## config.mk

```make
export PLATFORM = sky130hd
export DESIGN_NAME = lsu_mem_master_flat
export DESIGN_NICKNAME = d
export VERILOG_FILES = /design/src/rtl/lsu_mem_master_if.sv /design/src/rtl/lsu_mem_master.sv /design/src/flat_wrapper.sv
export SDC_FILE = /design/constraint.sdc
export NUM_CORES = 1
export LEC_CHECK = 0
export CAP_MARGIN = 5
export CELL_PAD_IN_SITES_DETAIL_PLACEMENT = 1
export CELL_PAD_IN_SITES_GLOBAL_PLACEMENT = 1
export CORE_AREA = 8 8 140 142
export DETAILED_ROUTE_END_ITERATION = 6
export DIE_AREA = 0 0 148 150
export GPL_TIMING_DRIVEN = 0
export PLACE_DENSITY_LB_ADDON = 0.1
export SYNTH_ARGS = -nofsm -noshare
export SYNTH_HDL_FRONTEND = slang
export SYNTH_SLANG_ARGS = --single-unit
```

## constraint.sdc

```tcl
create_clock -name clk -period 2.9 [get_ports clk]
set_input_delay 0.435 -clock clk [delete_from_list [all_inputs] [get_ports clk]]
set_output_delay 0.435 -clock clk [all_outputs]
set_load 0.01 [all_outputs]
```

## src/rtl/lsu_mem_master_if.sv

```systemverilog
// ============================================================================
// Module      : lsu_mem_master_if
// Description : Core-request and memory-controller signal bundle for the LSU.
// Revision    : 1.0
// ============================================================================
`default_nettype none

interface lsu_mem_master_if;
  logic        req_valid_in;
  logic        req_ready_out;
  logic        req_write_in;
  logic [31:0] req_addr_in;
  logic [31:0] req_wdata_in;
  logic [1:0]  req_size_in;
  logic        req_unsigned_in;
  logic        resp_valid_out;
  logic [31:0] resp_data_out;
  logic        resp_err_out;
  logic [31:0] mc_addr_out;
  logic [31:0] mc_write_data_out;
  logic [3:0]  mc_write_byte_en_out;
  logic        cs_out;
  logic        mc_read_en_out;
  logic        mc_write_en_out;
  logic        valid_out;
  logic        ready_in;
  logic        rdata_valid_in;
  logic [31:0] mc_read_data_in;

  modport master (
    input  req_valid_in, req_write_in, req_addr_in, req_wdata_in, req_size_in,
           req_unsigned_in, ready_in, rdata_valid_in, mc_read_data_in,
    output req_ready_out, resp_valid_out, resp_data_out, resp_err_out,
           mc_addr_out, mc_write_data_out, mc_write_byte_en_out, cs_out,
           mc_read_en_out, mc_write_en_out, valid_out
  );

  modport slave (
    output req_valid_in, req_write_in, req_addr_in, req_wdata_in, req_size_in,
           req_unsigned_in, ready_in, rdata_valid_in, mc_read_data_in,
    input  req_ready_out, resp_valid_out, resp_data_out, resp_err_out,
           mc_addr_out, mc_write_data_out, mc_write_byte_en_out, cs_out,
           mc_read_en_out, mc_write_en_out, valid_out
  );
endinterface

`default_nettype wire

```

## src/rtl/lsu_mem_master.sv

```systemverilog
// ============================================================================
// Module      : lsu_mem_master
// Description : Load/store unit bus master: one outstanding access, lane
//               steering, load extension, alignment and timeout errors.
// Revision    : 1.0
// ============================================================================
`default_nettype none

module lsu_mem_master #(
  parameter logic [31:0] DATA_BASE      = 32'h8000_0000,
  parameter int unsigned TIMEOUT_CYCLES = 16
) (
  input  logic             clk,
  input  logic             rst,
  lsu_mem_master_if.master bus
);

  typedef enum logic [1:0] {
    S_IDLE  = 2'd0,
    S_REQ   = 2'd1,
    S_RDATA = 2'd2,
    S_RESP  = 2'd3
  } state_t;

  localparam logic [4:0] c_tmo_last = 5'(TIMEOUT_CYCLES - 1);

  state_t      r_state;
  state_t      w_state_next;
  logic [4:0]  r_tmo_cnt;
  logic        r_write;
  logic        r_unsigned;
  logic [1:0]  r_size;
  logic [1:0]  r_lane;
  logic        r_err;
  logic [31:0] r_rdata;

  logic        w_accept;
  logic        w_misaligned;
  logic        w_handshake;
  logic        w_tmo;
  logic        w_timeout;
  logic        w_capture;
  logic [3:0]  w_be;
  logic [31:0] w_wdata;
  logic [31:0] w_shifted;
  logic [31:0] w_load_ext;

  assign w_accept     = bus.req_valid_in & bus.req_ready_out;
  assign w_misaligned = (bus.req_size_in == 2'b11)
                      | ((bus.req_size_in == 2'b01) & bus.req_addr_in[0])
                      | ((bus.req_size_in == 2'b10) & (bus.req_addr_in[1:0] != 2'b00));
  assign w_handshake  = (r_state == S_REQ) & bus.valid_out & bus.ready_in;
  assign w_tmo        = (r_tmo_cnt == c_tmo_last);
  assign w_timeout    = w_tmo & (((r_state == S_REQ) & ~w_handshake)
                               | ((r_state == S_RDATA) & ~bus.rdata_valid_in));
  assign w_capture    = (w_handshake & ~r_write & bus.rdata_valid_in)
                      | ((r_state == S_RDATA) & bus.rdata_valid_in);

  always_comb begin
    w_be    = 4'b1111;
    w_wdata = bus.req_wdata_in;
    case (bus.req_size_in)
      2'b00: begin
        w_be    = 4'b0001 << bus.req_addr_in[1:0];
        w_wdata = {4{bus.req_wdata_in[7:0]}};
      end
      2'b01: begin
        w_be    = 4'b0011 << bus.req_addr_in[1:0];
        w_wdata = {2{bus.req_wdata_in[15:0]}};
      end
      default: ;
    endcase
  end

  // Move the addressed lane down to bit 0, then extend by access size.
  assign w_shifted = r_rdata >> {r_lane, 3'b000};

  always_comb begin
    w_load_ext = w_shifted;
    case (r_size)
      2'b00:   w_load_ext = r_unsigned ? {24'h0, w_shifted[7:0]}
                                       : {{24{w_shifted[7]}}, w_shifted[7:0]};
      2'b01:   w_load_ext = r_unsigned ? {16'h0, w_shifted[15:0]}
                                       : {{16{w_shifted[15]}}, w_shifted[15:0]};
      default: ;
    endcase
  end

  always_ff @(posedge clk or negedge rst) begin
    if (!rst) r_state <= S_IDLE;
    else      r_state <= w_state_next;
  end

  always_comb begin
    w_state_next = r_state;
    case (r_state)
      S_IDLE: begin
        if (w_accept) w_state_next = w_misaligned ? S_RESP : S_REQ;
      end
      S_REQ: begin
        if (w_handshake)
          w_state_next = (r_write | bus.rdata_valid_in) ? S_RESP : S_RDATA;
        else if (w_tmo)
          w_state_next = S_RESP;
      end
      S_RDATA: begin
        if (bus.rdata_valid_in | w_tmo) w_state_next = S_RESP;
      end
      S_RESP:  w_state_next = S_IDLE;
      default: w_state_next = S_IDLE;
    endcase
  end

  // Request context and memory-side command registers.
  always_ff @(posedge clk or negedge rst) begin
    if (!rst) begin
      r_tmo_cnt                <= 5'd0;
      r_write                  <= 1'b0;
      r_unsigned               <= 1'b0;
      r_size                   <= 2'b00;
      r_lane                   <= 2'b00;
      r_err                    <= 1'b0;
      r_rdata                  <= 32'h0;
      bus.mc_addr_out          <= 32'h0;
      bus.mc_write_data_out    <= 32'h0;
      bus.mc_write_byte_en_out <= 4'h0;
      bus.cs_out               <= 1'b0;
      bus.valid_out            <= 1'b0;
      bus.mc_read_en_out       <= 1'b0;
      bus.mc_write_en_out      <= 1'b0;
      bus.req_ready_out        <= 1'b0;
    end else begin
      if (r_state == S_IDLE)
        r_tmo_cnt <= 5'd0;
      else if ((r_state == S_REQ) | (r_state == S_RDATA))
        r_tmo_cnt <= r_tmo_cnt + 5'd1;

      if (w_accept) begin
        r_write    <= bus.req_write_in;
        r_unsigned <= bus.req_unsigned_in;
        r_size     <= bus.req_size_in;
        r_lane     <= bus.req_addr_in[1:0];
        r_err      <= w_misaligned;
        if (!w_misaligned) begin
          bus.mc_addr_out          <= {bus.req_addr_in[31:2], 2'b00};
          bus.mc_write_data_out    <= w_wdata;
          bus.mc_write_byte_en_out <= w_be;
          bus.cs_out               <= (bus.req_addr_in >= DATA_BASE);
        end
      end else if (w_timeout) begin
        r_err <= 1'b1;
      end

      if (w_capture) r_rdata <= bus.mc_read_data_in;

      bus.valid_out       <= (w_state_next == S_REQ);
      bus.mc_read_en_out  <= (w_state_next == S_REQ) & ~(w_accept ? bus.req_write_in : r_write);
      bus.mc_write_en_out <= (w_state_next == S_REQ) &  (w_accept ? bus.req_write_in : r_write);
      bus.req_ready_out   <= (w_state_next == S_IDLE);
    end
  end

  // Response registers lag the RESP state by one cycle and hold between responses.
  always_ff @(posedge clk or negedge rst) begin
    if (!rst) begin
      bus.resp_valid_out <= 1'b0;
      bus.resp_err_out   <= 1'b0;
      bus.resp_data_out  <= 32'h0;
    end else begin
      bus.resp_valid_out <= (r_state == S_RESP);
      if (r_state == S_RESP) begin
        bus.resp_err_out  <= r_err;
        bus.resp_data_out <= (r_err | r_write) ? 32'h0 : w_load_ext;
      end
    end
  end

endmodule

`default_nettype wire

```

## src/flat_wrapper.sv

```systemverilog
// flat-port wrapper written by rule: the top's interface ports become plain ports
module lsu_mem_master_flat 
#(
  parameter logic [31:0] DATA_BASE      = 32'h8000_0000,
  parameter int unsigned TIMEOUT_CYCLES = 16
)
  (clk, rst, bus_req_valid_in, bus_req_write_in, bus_req_addr_in, bus_req_wdata_in, bus_req_size_in, bus_req_unsigned_in, bus_ready_in, bus_rdata_valid_in, bus_mc_read_data_in, bus_req_ready_out, bus_resp_valid_out, bus_resp_data_out, bus_resp_err_out, bus_mc_addr_out, bus_mc_write_data_out, bus_mc_write_byte_en_out, bus_cs_out, bus_mc_read_en_out, bus_mc_write_en_out, bus_valid_out);
  lsu_mem_master_if bus_i ();
  input  logic clk;
  input  logic rst;
  input wire logic [$bits(bus_i.req_valid_in)-1:0] bus_req_valid_in;
  input wire logic [$bits(bus_i.req_write_in)-1:0] bus_req_write_in;
  input wire logic [$bits(bus_i.req_addr_in)-1:0] bus_req_addr_in;
  input wire logic [$bits(bus_i.req_wdata_in)-1:0] bus_req_wdata_in;
  input wire logic [$bits(bus_i.req_size_in)-1:0] bus_req_size_in;
  input wire logic [$bits(bus_i.req_unsigned_in)-1:0] bus_req_unsigned_in;
  input wire logic [$bits(bus_i.ready_in)-1:0] bus_ready_in;
  input wire logic [$bits(bus_i.rdata_valid_in)-1:0] bus_rdata_valid_in;
  input wire logic [$bits(bus_i.mc_read_data_in)-1:0] bus_mc_read_data_in;
  output wire logic [$bits(bus_i.req_ready_out)-1:0] bus_req_ready_out;
  output wire logic [$bits(bus_i.resp_valid_out)-1:0] bus_resp_valid_out;
  output wire logic [$bits(bus_i.resp_data_out)-1:0] bus_resp_data_out;
  output wire logic [$bits(bus_i.resp_err_out)-1:0] bus_resp_err_out;
  output wire logic [$bits(bus_i.mc_addr_out)-1:0] bus_mc_addr_out;
  output wire logic [$bits(bus_i.mc_write_data_out)-1:0] bus_mc_write_data_out;
  output wire logic [$bits(bus_i.mc_write_byte_en_out)-1:0] bus_mc_write_byte_en_out;
  output wire logic [$bits(bus_i.cs_out)-1:0] bus_cs_out;
  output wire logic [$bits(bus_i.mc_read_en_out)-1:0] bus_mc_read_en_out;
  output wire logic [$bits(bus_i.mc_write_en_out)-1:0] bus_mc_write_en_out;
  output wire logic [$bits(bus_i.valid_out)-1:0] bus_valid_out;
  assign bus_i.req_valid_in = bus_req_valid_in;
  assign bus_i.req_write_in = bus_req_write_in;
  assign bus_i.req_addr_in = bus_req_addr_in;
  assign bus_i.req_wdata_in = bus_req_wdata_in;
  assign bus_i.req_size_in = bus_req_size_in;
  assign bus_i.req_unsigned_in = bus_req_unsigned_in;
  assign bus_i.ready_in = bus_ready_in;
  assign bus_i.rdata_valid_in = bus_rdata_valid_in;
  assign bus_i.mc_read_data_in = bus_mc_read_data_in;
  assign bus_req_ready_out = bus_i.req_ready_out;
  assign bus_resp_valid_out = bus_i.resp_valid_out;
  assign bus_resp_data_out = bus_i.resp_data_out;
  assign bus_resp_err_out = bus_i.resp_err_out;
  assign bus_mc_addr_out = bus_i.mc_addr_out;
  assign bus_mc_write_data_out = bus_i.mc_write_data_out;
  assign bus_mc_write_byte_en_out = bus_i.mc_write_byte_en_out;
  assign bus_cs_out = bus_i.cs_out;
  assign bus_mc_read_en_out = bus_i.mc_read_en_out;
  assign bus_mc_write_en_out = bus_i.mc_write_en_out;
  assign bus_valid_out = bus_i.valid_out;
  lsu_mem_master #(.DATA_BASE(DATA_BASE), .TIMEOUT_CYCLES(TIMEOUT_CYCLES)) u_core (.clk(clk), .rst(rst), .bus(bus_i));
endmodule
```

# After elaboration in Yosys (flattened, before gate mapping)
# Cells that the tools add are included.
dict set report totals {
  ff_bits 151
  in_bits 105
  elab_cells 85
}
dict set report classes {
  n_addsub 1
  n_lt_le_gt_ge 1
  eq_ne 9
  n_shift 3
  muxes 18
  bitwise 26
  reduce_logical 8
}
# operator count
set ops {}
lappend ops {{case mux 32 bit (2 select lines)} 2}
lappend ops {{two-way mux 32 bit} 3}
lappend ops {{>= comparator 32 bit, second input constant} 1}
lappend ops {{>> shifter 32 x 5 -> 32 bit} 1}
lappend ops {{AND 1 bit} 13}
lappend ops {{two-way mux 2 bit} 5}
lappend ops {{two-way mux 5 bit} 2}
lappend ops {{equality test 2 x 1 -> 1 bit, second input constant} 4}
lappend ops {{equality test 2 bit, second input constant} 4}
lappend ops {{logical NOT 2 bit} 4}
lappend ops {{OR 1 bit} 8}
lappend ops {{case mux 2 bit (4 select lines)} 1}
lappend ops {{case mux 4 bit (2 select lines)} 1}
lappend ops {{nonzero test 2 bit} 3}
lappend ops {{adder 5 x 1 -> 5 bit, second input constant} 1}
lappend ops {{equality test 5 x 4 -> 1 bit, second input constant} 1}
lappend ops {{NOT 1 bit} 5}
lappend ops {{two-way mux 1 bit} 4}
lappend ops {{<< shifter 1 x 2 -> 4 bit, first input constant} 1}
lappend ops {{<< shifter 2 x 2 -> 4 bit, first input constant} 1}
lappend ops {{AND reduction 2 bit} 1}

# Depth between registers and ports, before layout
dict set report depth {
  ltp_word 9
  depth_mapped 7
}

# Worst setup path after synthesis
# No wires, ideal clock.
dict set report synth_path {
  path_type {input -> register}
  startpoint {in bus_req_addr_in[0]}
  endpoint {reg u_core.bus.mc_addr_out[10] in the netlist's numbering}
  t_arrival_ns 1.697
  t_required_ns 2.775
  path_slack_ns 1.078
  cell_stages 5
  n_path_buf 2
  path_cell_list {clkbuf_1 nor3_1 o21ai_1 buf_2 mux2_2}
}
dict set report synth_between {
  elab_chain_cells 5
  word_cells_on_any_way 7
}
# element line
set synth_rtl {}
lappend synth_rtl {{start: declaration} flat_wrapper.sv:13} ;# input wire logic [$bits(bus_i.req_addr_in)-1:0] bus_req_addr_in;
lappend synth_rtl {{AND 1 bit or nonzero test 2 bit (tied branches)} {lsu_mem_master.sv:50, lsu_mem_master.sv:51}}
lappend synth_rtl {{OR 1 bit or AND 1 bit (tied branches)} {lsu_mem_master.sv:50, lsu_mem_master.sv:51}}
lappend synth_rtl {{OR 1 bit (*)} lsu_mem_master.sv:51} ;# | ((bus.req_size_in == 2'b10) & (bus.req_addr_in[1:0] != 2'b00));
lappend synth_rtl {{NOT 1 bit (no source line) (*)} --}
lappend synth_rtl {{AND reduction 2 bit (no source line) (*)} --}
lappend synth_rtl {{end signal: assignment} lsu_mem_master.sv:145} ;# bus.mc_addr_out <= {bus.req_addr_in[31:2], 2'b00};
lappend synth_rtl {{end: declaration} lsu_mem_master_if.sv:34} ;# mc_addr_out, mc_write_data_out, mc_write_byte_en_out, cs_out,
# Every way passes the cells marked *; elsewhere a longest branch is shown, timed or not.
# A chain may end at the register's enable or synchronous reset.

# Worst setup path in the final report
dict set report layout_path {
  startpoint {in bus_req_addr_in[1]}
  endpoint {reg u_core.bus.cs_out}
}
dict set report layout_between {
  elab_chain_cells 5
  word_cells_on_any_way 6
}
# element line
set layout_rtl {}
lappend layout_rtl {{branches (longest 5 deep; another with >= comparator 32 bit)} --}
lappend layout_rtl {{end signal: assignment} lsu_mem_master.sv:148} ;# bus.cs_out <= (bus.req_addr_in >= DATA_BASE);
lappend layout_rtl {{end: declaration} lsu_mem_master_if.sv:34}
# Parallel ways; which one is timed is not known.

==> flow_summary.yaml <==
status:
  failed_checks: "hold timing"
  status: "finished with violations"
setup_path:
  r2r_slack_ns: 0.70
  crit_path_start_kind: "primary input"
  r2r_cells: 6
  cp.arrival_ns: 2.62
  endpoint_kind: "flip-flop"
  r2r_start: "u_core.r_state[1]"
  worstReg2RegEnd: "u_core.r_rdata[23]"
  required_ns: 3.20
  crit_fanout: 10
  crit_type: "primary input to flip-flop"
clock_network:
  cts_setup_buffers: 0
  cts_max_level: 4
  ctsResizeCount: 0
  cts_tree: "done"
  clk_pin_slew_worst_paths_ns: 0.06
  hold_buffers: 0
  cts_sinks: 151
  numCtsBuffers: 17
  clk_latency_ns: 0.43
  cts_buffer_depth: 2
  cts_root_buffer: "clkbuf_16"
yosys:
  ys_seq_area_share_pct: 56.6
  synth_warnings: 0
  syn-instance-count: 555
  synth-edff-count: 0
  async_flop_share_pct: 100
  synth.most_common_cell: "dfrtp_1"
  synth_top_area_share_pct: 56.6
  syn_area_um2: 6680
  synth_cell_type_count: 41
  synth.avg_cell_area_um2: 12.0
  yosys.area.top_type: "dfrtp_1"
  synth.area.top_cells: "dfrtp_1 (57%), mux2_2 (15%), mux2i_1 (6.4%), o21ai_0 (4.1%), nand2_1 (3.1%)"
  synth_common_cells: "dfrtp_1 (151), mux2_2 (86), nand2_1 (55), o21ai_0 (55), mux2i_1 (43)"
  yosys_most_used_dff: "dfrtp_1"
  synth-seq-cells: 151
power_and_ir_drop:
  clkPwrFrac_pct: 21.8
  swShare_pct: 34.2
  p_sw_w: 0.00352
  power_density_nw_per_um2: 1070
  seqPwrFrac_pct: 36.7
  p_comb_share_pct: 41.4
  p_int_w: 0.00678
  irDropWorstVdd_v: 0.000517
  p_leak_nw: 4.12
grt:
  use_met3_pct: 9.62
  gr-usage-met1_pct: 22.9
  grt_antenna_before_repair: 4
  grt_max_degree: 95
  grt_pass1_wl_um: 34800
  grt_busiest_layer: "met2"
  grt_pass1_vias: 6169
  grt_usage_pct: 20.2
  met2_usage_pct: 33.2
  grt_overflow: 0
finish:
  syn2layout_area_growth_pct: 44.7
  final-seq-area_um2: 3780
  fin_area_um2: 9660
  final_nets: 889
  stdcell_count: 1026
  final_core_util_pct: 55.1
  multi_input_area_um2: 2700
  drive_gt1_share_pct: 18.1
  n_fill_cell: 1879
placement:
  place_area_um2: 9060
  numPortBuffers: 206
  placed_cells: 992
  place_hpwl_um: 16400
  gp_congestion: 0.770
route:
  drc: 0
  routedWlPerCell_um: 20.9
  drt_iter0_markers: 138
  routed_wl_um: 21500
  firstDrtPassIters: 4
  drt.antenna.violating_nets: 0
  num_vias: 5232
  vias_per_cell: 5.10
flow_run:
  cap_violations: 0
floorplan:
  row_count: 49
  initial_utilization_pct: 38.1
  core_area_um2: 17500
  die_h_um: 150
  io_pins: 212
  dieArea_um2: 22200
  dieWidth_um: 148
timing:
  whs_ns: -0.0118
  setup-tns-final_ns: 0
  worst_slew_pin_slew_ns: 1.03
  setup_viol: 0
  fin_crit_sh_pct: 80.1
  clock_skew_ns: 0.00765
  period_minus_slack_ns: 2.32
  hold_violations: 5
  grt_setup_unrepaired: "no"
  max_freq_mhz: 431
  drv_slew: 0
  relSlewSlack_pct: 30.8
worst_hold_path:
  hp-class: "primary input to asynchronous set/reset pin"
==> per-stage QoR <==
step	worst slack, ns	hold WS [ns]	power [W]
floorplan	1.08	0.139	0.00581
global placement	-4.72	0.463	0.00790
detailed placement	0.117	0.454	0.00812
CTS	0.560	0.00147	0.0104
global route	0.450	0.0231	0.0110
finish	0.578	-0.0118	0.0103
==> routing by layer <==
layer  up-vias  routed length (µm)
li1       2430                   -
met1      2609                8620
met2       155               10400
met3        32                2080
met4         6                 331
met5         -                  42
==> worst max-delay path, stage by stage <==
cell	delay, ns
clkdlybuf4s50_1	0.58
nor3_1	0.12
o21ai_1	0.63
buf_2	0.46
mux2_2	0.39
==> power by group through the flow <==
stage / logic [W] / clock network (W) / registers, W
final: 0.00427 / 0.00225 / 0.00378
after global routing: 0.00468 / 0.00238 / 0.00391
after global placement: 0.00417 / 0 / 0.00373
after floorplan: 0.00192 / 0 / 0.00390
after CTS: 0.00435 / 0.00229 / 0.00378
after detailed placement: 0.00432 / 0 / 0.00380
==> layout make-up <==
class                           instances  share of cell area (%)
Sequential cell                       151                    39.1
Clock buffer                           20                    4.73
Antenna cell                            2                  0.0518
Inverter                                5                   0.194
Multi-Input combinational cell        360                    28.0
Buffer                                 40                    1.85
Tap cell                              229                    2.97
Clock inverter                         12                    1.48
Timing Repair Buffer                  207                    21.6
==> sequential cells by signal (all words and copies together), names as in the netlist, 2 cells and up <==
| name | count |
|---|---|
| u_core.bus.mc_addr_out | 30 |
| u_core.bus.mc_write_byte_en_out | 4 |
| u_core.bus.mc_write_data_out | 32 |
| u_core.bus.resp_data_out | 32 |
| u_core.r_lane | 2 |
| u_core.r_rdata | 32 |
| u_core.r_size | 2 |
| u_core.r_state | 2 |
| u_core.r_tmo_cnt | 5 |
==> cell usage in the layout, fill, tap and decap left out, drive strengths merged, types with 9 or more instances in the layout <==
master and instances:
nor2 24, a221o 17, clkdlybuf4s50 205, dfrtp 151, mux2 86, inv 9, clkbuf 47, mux2i 43
buf 15, o21ai 56, nand2 55, a21oi 32
==> worst max path at each step <==
stage	endpoint	start	slack [ns]
finish	u_core.bus.cs_out	bus_req_addr_in[1]	0.58
floorplan	u_core.bus.mc_addr_out[10]	bus_req_addr_in[0]	1.08
CTS	u_core.bus.cs_out	bus_req_addr_in[1]	0.56
global route	u_core.bus.cs_out	bus_req_addr_in[1]	0.45
detailed placement	u_core.bus.cs_out	bus_req_addr_in[1]	0.12
global placement	u_core.bus.mc_addr_out[10]	rst	-4.72
==> cell families after synthesis <==
group / after synthesis / share of synthesized area [%]
buffers and inverters: 45 / 2.96
multiplexers: 131 / 21.6
AND/OR/NAND/NOR: 114 / 8.32
adder cells (fa/ha/maj): 2 / 0.375
other: 1 / 0.0562
AO/OA/AOI/OAI: 110 / 9.92
flip-flops: 151 / 56.6
XOR/XNOR: 1 / 0.131
No activity file was read; power rests on OpenSTA's default activity.
==> RTL change 1: new RTL, config.mk and constraints unchanged <==
`TIMEOUT_CYCLES` is set to 16 in 2 places; all go to 8.
--- a/src/rtl/lsu_mem_master.sv
+++ b/src/rtl/lsu_mem_master.sv
@@ -9,5 +9,5 @@
 module lsu_mem_master #(
   parameter logic [31:0] DATA_BASE      = 32'h8000_0000,
-  parameter int unsigned TIMEOUT_CYCLES = 16
+  parameter int unsigned TIMEOUT_CYCLES = 8
 ) (
   input  logic             clk,
--- a/src/flat_wrapper.sv
+++ b/src/flat_wrapper.sv
@@ -3,5 +3,5 @@
 #(
   parameter logic [31:0] DATA_BASE      = 32'h8000_0000,
-  parameter int unsigned TIMEOUT_CYCLES = 16
+  parameter int unsigned TIMEOUT_CYCLES = 8
 )
   (clk, rst, bus_req_valid_in, bus_req_write_in, bus_req_addr_in, bus_req_wdata_in, bus_req_size_in, bus_req_unsigned_in, bus_ready_in, bus_rdata_valid_in, bus_mc_read_data_in, bus_req_ready_out, bus_resp_valid_out, bus_resp_data_out, bus_resp_err_out, bus_mc_addr_out, bus_mc_write_data_out, bus_mc_write_byte_en_out, bus_cs_out, bus_mc_read_en_out, bus_mc_write_en_out, bus_valid_out);
Check against the original RTL: no difference found for any inputs over 4 cycles, from zero or initial values and one cycle with rst low; that may be too few to reach the edited logic, so the function may still have changed.
==> RTL change 1 against the original RTL <==
Global-route usage up 0.29 points. Final cell count is the same. Total power rose by 2.3%. Sequential power about the same. Final area about the same. Worst setup slack better by 0.098 ns. Fmax is 4.4% higher. Routed wire length up 2.8%. Sequential cell count unchanged. Area after synthesis increased by 0.32%. Count of clock-buffer cells in the layout is 1 lower. First-iteration DRC count increased by 42%. Critical endpoint unchanged. Largest power group unchanged. Highest routed layer is now met4.
==> RTL change 1: results (changes against the original RTL) <==
INFO  metric run_status = complete, no violations
INFO  metric clock_tree_area_fraction = 0.0608 (-0.00121)
INFO  metric yosysSeqAreaShare = 0.564 (-0.00180)
INFO  metric drt_iter0_drc = 196 (+42%)
INFO  metric synth.avg_cell_area = 12.0 um2 (about the same)
INFO  metric grt_first_pass_wirelength = 34600 um (-0.54%)
INFO  metric antenna-diode-count = 1 (-1)
INFO  metric power.switching_fraction = 0.346 (+0.00441)
INFO  metric synth_compound_gate_area_share = 0.100 (+0.00118)
INFO  metric fmax = 450 MHz (+4.4%)
INFO  metric irDropWorstVdd = 483 uV (-6.5%)
INFO  metric detailedPlacementHpwl = 16500 um (+0.73%)
INFO  metric met3_usage = 0.0874 (-0.00877)
INFO  metric detail_route.wirelength.met1 = 8200 um (-4.8%)
INFO  metric wl_met2 = 11300 um (+8.8%)
INFO  metric cp.arrival = 2.54 ns (-0.08 ns)
INFO  metric leakage = 4.11 nW (-0.26%)
INFO  metric post_drt_wl_per_cell = 21.5 um (+2.8%)
INFO  metric xor_xnor_share_of_the_synthesized_area = 0.00131 (-0.00000417)
INFO  metric ys_top_cells_by_count = sky130_fd_sc_hd__dfrtp_1 (151), sky130_fd_sc_hd__mux2_2 (86), sky130_fd_sc_hd__o21ai_0 (54)
INFO  metric gp_routability_congestion = 0.842 (+9.3%)
INFO  metric placement_cell_area = 0.00908 mm2 (+0.23%)
INFO  metric layout.clock_buffers = 19 (-5.0%)
INFO  metric timing.reg2reg.setup_slack = 0.76 ns (+0.06 ns)
INFO  metric design.final.nets = 890 (+0.11%)
INFO  metric r2r.worst_path.cells = 7 (+1)
INFO  metric met3_routed_length = 1910 um (-8.0%)
INFO  metric grt_antenna_before_repair = 1 (-3)
INFO  metric dpl.cell_count = 994 (+0.20%)
INFO  metric pg_comb = 4.52 mW (+5.9%)
INFO  metric synth_cell_types = 39 (-4.9%)
INFO  metric grt_start_max_net_pins = 87 (-8.4%)
INFO  metric post_synth_fa_ha_maj_area_fraction = 0.00187 (-0.00188)
INFO  metric ys_top_cells_by_area = sky130_fd_sc_hd__dfrtp_1 (56%), sky130_fd_sc_hd__mux2_2 (14%), sky130_fd_sc_hd__mux2i_1 (6.3%)
INFO  metric rr_endpoint = u_core.bus.resp_data_out[28]$_DFFE_PN0P_
INFO  metric crit_path_top_delay_cell = sky130_fd_sc_hd__clkdlybuf4s50_1
INFO  metric rr_startpoint = u_core.r_state[0]$_DFF_PN0_
INFO  metric globalRouteTotalUtil = 0.205 (+0.00290)
INFO  metric groute.layer.met1.usage = 0.210 (-0.0194)
INFO  metric wirelength = 22100 um (+2.8%)
INFO  metric synth.area.mux_share = 0.214 (-0.00218)
INFO  metric buffers = 249 (+0.81%)
INFO  metric vias_per_cell = 5.23 (+2.6%)
==> RTL change 1: worst min-delay path by stage <==
| stage | startpoint | end | slack (ns) | depth (start not counted) |
|---|---|---|---|---|
| 2_1_floorplan | rst | u_core.bus.cs_out$_DFFE_PN0P_ | 0.14 | 0 |
| 3_3_place_gp | u_core.bus.mc_write_data_out[22]$_DFFE_PN0P_ | u_core.bus.mc_write_data_out[22]$_DFFE_PN0P_ | 0.46 | 2 |
| 3_5_place_dp | u_core.bus.resp_data_out[7]$_DFFE_PN0P_ | u_core.bus.resp_data_out[7]$_DFFE_PN0P_ | 0.47 | 2 |
| 4_1_cts | rst | u_core.bus.mc_addr_out[26]$_DFFE_PN0P_ | 0.02 | 1 |
| 5_1_grt | rst | u_core.bus.mc_addr_out[26]$_DFFE_PN0P_ | 0.03 | 1 |
| 6_report | rst | u_core.bus.mc_addr_out[26]$_DFFE_PN0P_ | 0.004 | 1 |
==> RTL change 2: new RTL, same settings <==
Without the edit above. The 4 states of `state_t` get a Gray code encoding in 2 bits.
--- a/src/rtl/lsu_mem_master.sv
+++ b/src/rtl/lsu_mem_master.sv
@@ -17,8 +17,8 @@
 
   typedef enum logic [1:0] {
-    S_IDLE  = 2'd0,
-    S_REQ   = 2'd1,
-    S_RDATA = 2'd2,
-    S_RESP  = 2'd3
+    S_IDLE  = 2'b00,
+    S_REQ   = 2'b01,
+    S_RDATA = 2'b11,
+    S_RESP  = 2'b10
   } state_t;
 
Check against the original RTL: same outputs for any inputs over 4 cycles, from zero or initial values and one cycle with rst low; so few cycles prove little.
==> RTL change 2 against the original RTL <==
Total power fell by 2.5%. Count of clock-buffer cells in the layout fell by 1. Sequential share of layout area rose by 0.20 points. Worst setup slack got worse by 0.028 ns. Synthesized cell count fell by 1.8%. Final area fell by 0.52%. Area after synthesis fell by 0.41%. Sequential cell count did not move. Routed wire length fell by 0.48%. Clock power fell by 5%.
==> RTL change 2: results (changes against the original RTL) <==
INFO  metric wirelength = 21400 um (-0.48%)
INFO  metric post_drt_wl_per_cell = 21.0 um (+0.60%)
INFO  metric ys_top_cells_by_area = sky130_fd_sc_hd__dfrtp_1 (57%), sky130_fd_sc_hd__mux2_2 (14%), sky130_fd_sc_hd__mux2i_1 (6.5%)
INFO  metric irDropWorstVdd = 468 uV (-9.5%)
INFO  metric detailedPlacementHpwl = 16100 um (-1.4%)
INFO  metric placement_cell_area = 0.00903 mm2 (-0.30%)
INFO  metric clkPwrFrac = 0.213 (-0.005)
INFO  metric timing.slew.headroom = 0.295 (-0.0130)
INFO  metric internal_power = 6.59 mW (-2.8%)
INFO  metric design.final.nets = 880 (-1.0%)
INFO  metric dpl.cell_count = 982 (-1.0%)
INFO  metric r2r.worst_path.cells = 5 (-1)
INFO  metric grt_antenna_before_repair = 1 (-3)
INFO  metric yosysSeqAreaShare = 0.568 (+0.00234)
INFO  metric fillerInstances = 1842 (-2.0%)
INFO  metric leakage = 4.12 nW (about the same)
INFO  metric ctsHoldBuffers = 1 (+1)
INFO  metric run_status = complete, no violations
INFO  metric finClkSkew = 0.0143 ns (+0.00667 ns)
INFO  metric dpl_worst_slack = 0.0412 ns (-0.0756 ns)
INFO  metric synth_cell_types = 44 (+7.3%)
INFO  metric drt_iter0_drc = 176 (+28%)
INFO  metric hold_class = flip-flop to flip-flop
INFO  metric gp_routability_congestion = 0.780 (+1.2%)
INFO  metric rr_startpoint = u_core.bus.req_ready_out$_DFF_PN0_
INFO  metric ys_top_cells_by_count = sky130_fd_sc_hd__dfrtp_1 (151), sky130_fd_sc_hd__mux2_2 (84), sky130_fd_sc_hd__nand2_1 (55)
[RTL change 2: cell count changes in the layout (fill, tap and decap cells not counted), sizes merged, moves of 2 or more]
cell,change
nand2b,-4
nor3,-4
a21oi,-3
clkinvlp,+3
nor2,-3
diode,-2
mux2,-2
o21ai,-2
[RTL change 2: final timing paths]
kind / slack [ns] / endpoint
max: 0.55 / u_core.bus.mc_write_data_out[6]$_DFFE_PN0P_
max in group asynchronous: 1.50 / u_core.bus.mc_addr_out[12]$_DFFE_PN0P_
min reg2reg: 0.48 / u_core.bus.resp_err_out$_DFFE_PN0P_
max reg2reg: 0.71 / u_core.bus.mc_write_data_out[6]$_DFFE_PN0P_
min in group asynchronous: 0.54 / u_core.r_rdata[27]$_DFFE_PN0P_
min: 0.48 / u_core.bus.resp_err_out$_DFFE_PN0P_
[RTL change 2: power by group through the flow]
stage,sequential [mW],clock (mW),combinational [mW]
6_report,3.71,2.13,4.19
5_1_grt,3.84,2.26,4.56
4_1_cts,3.72,2.19,4.26
3_5_place_dp,3.74,0,4.23
3_3_place_gp,3.67,0,4.10
2_1_floorplan,3.88,0,1.79
[RTL change 2: layout make-up]
cell class | instances | area, um2 | area share
repair buffers | 208 | 2100 | 0.219
flip-flops and latches | 151 | 3780 | 0.393
clock buffers | 19 | 453 | 0.0471
plain buffers | 41 | 198 | 0.0206
well taps | 229 | 287 | 0.0298
inverters | 5 | 18.8 | 0.00195
multi-input cells | 349 | 2660 | 0.276
clock inverters | 13 | 119 | 0.0124
[RTL change 2: cells by family (layout without fill, tap and decap cells)]
kind of cell    count (synthesis)  in the layout  share of synthesized area
compound gates                110            110                      0.101
simple gates                  103            103                     0.0755
flops                         151            151                      0.568
xor+xnor                        3              3                    0.00395
other cells                     1              2                   0.000564
mux                           129            129                      0.214
buf+inv                        46            286                     0.0326
fa+ha+maj                       2              2                    0.00376
[RTL change 2: worst max-delay path, stage by stage]
cell,delay [ns]
sky130_fd_sc_hd__clkdlybuf4s50_1,0.57
sky130_fd_sc_hd__nor3_1,0.11
sky130_fd_sc_hd__o21bai_1,0.24
sky130_fd_sc_hd__clkbuf_1,0.50
sky130_fd_sc_hd__buf_2,0.43
sky130_fd_sc_hd__mux2_2,0.38
[RTL change 2: metal layers]
metal  routed length (um)  GRT usage  vias to the layer above
li1                     -          -                     2394
met4                  577     0.0862                        2
met3                 1780     0.0786                       35
met1                 8080      0.210                     2612
met2                10900      0.340                      164
met5                   13          0                        -
[RTL change 2: per-stage QoR]
stage	hold WS [ns]	utilization	setup TNS [ns]
5_1_grt	0.510	0.548	0
4_1_cts	0.484	0.548	0
3_5_place_dp	0.442	0.515	0
6_report	0.480	0.548	0
3_3_place_gp	0.461	0.513	-705.94
2_1_floorplan	0.139	-	0
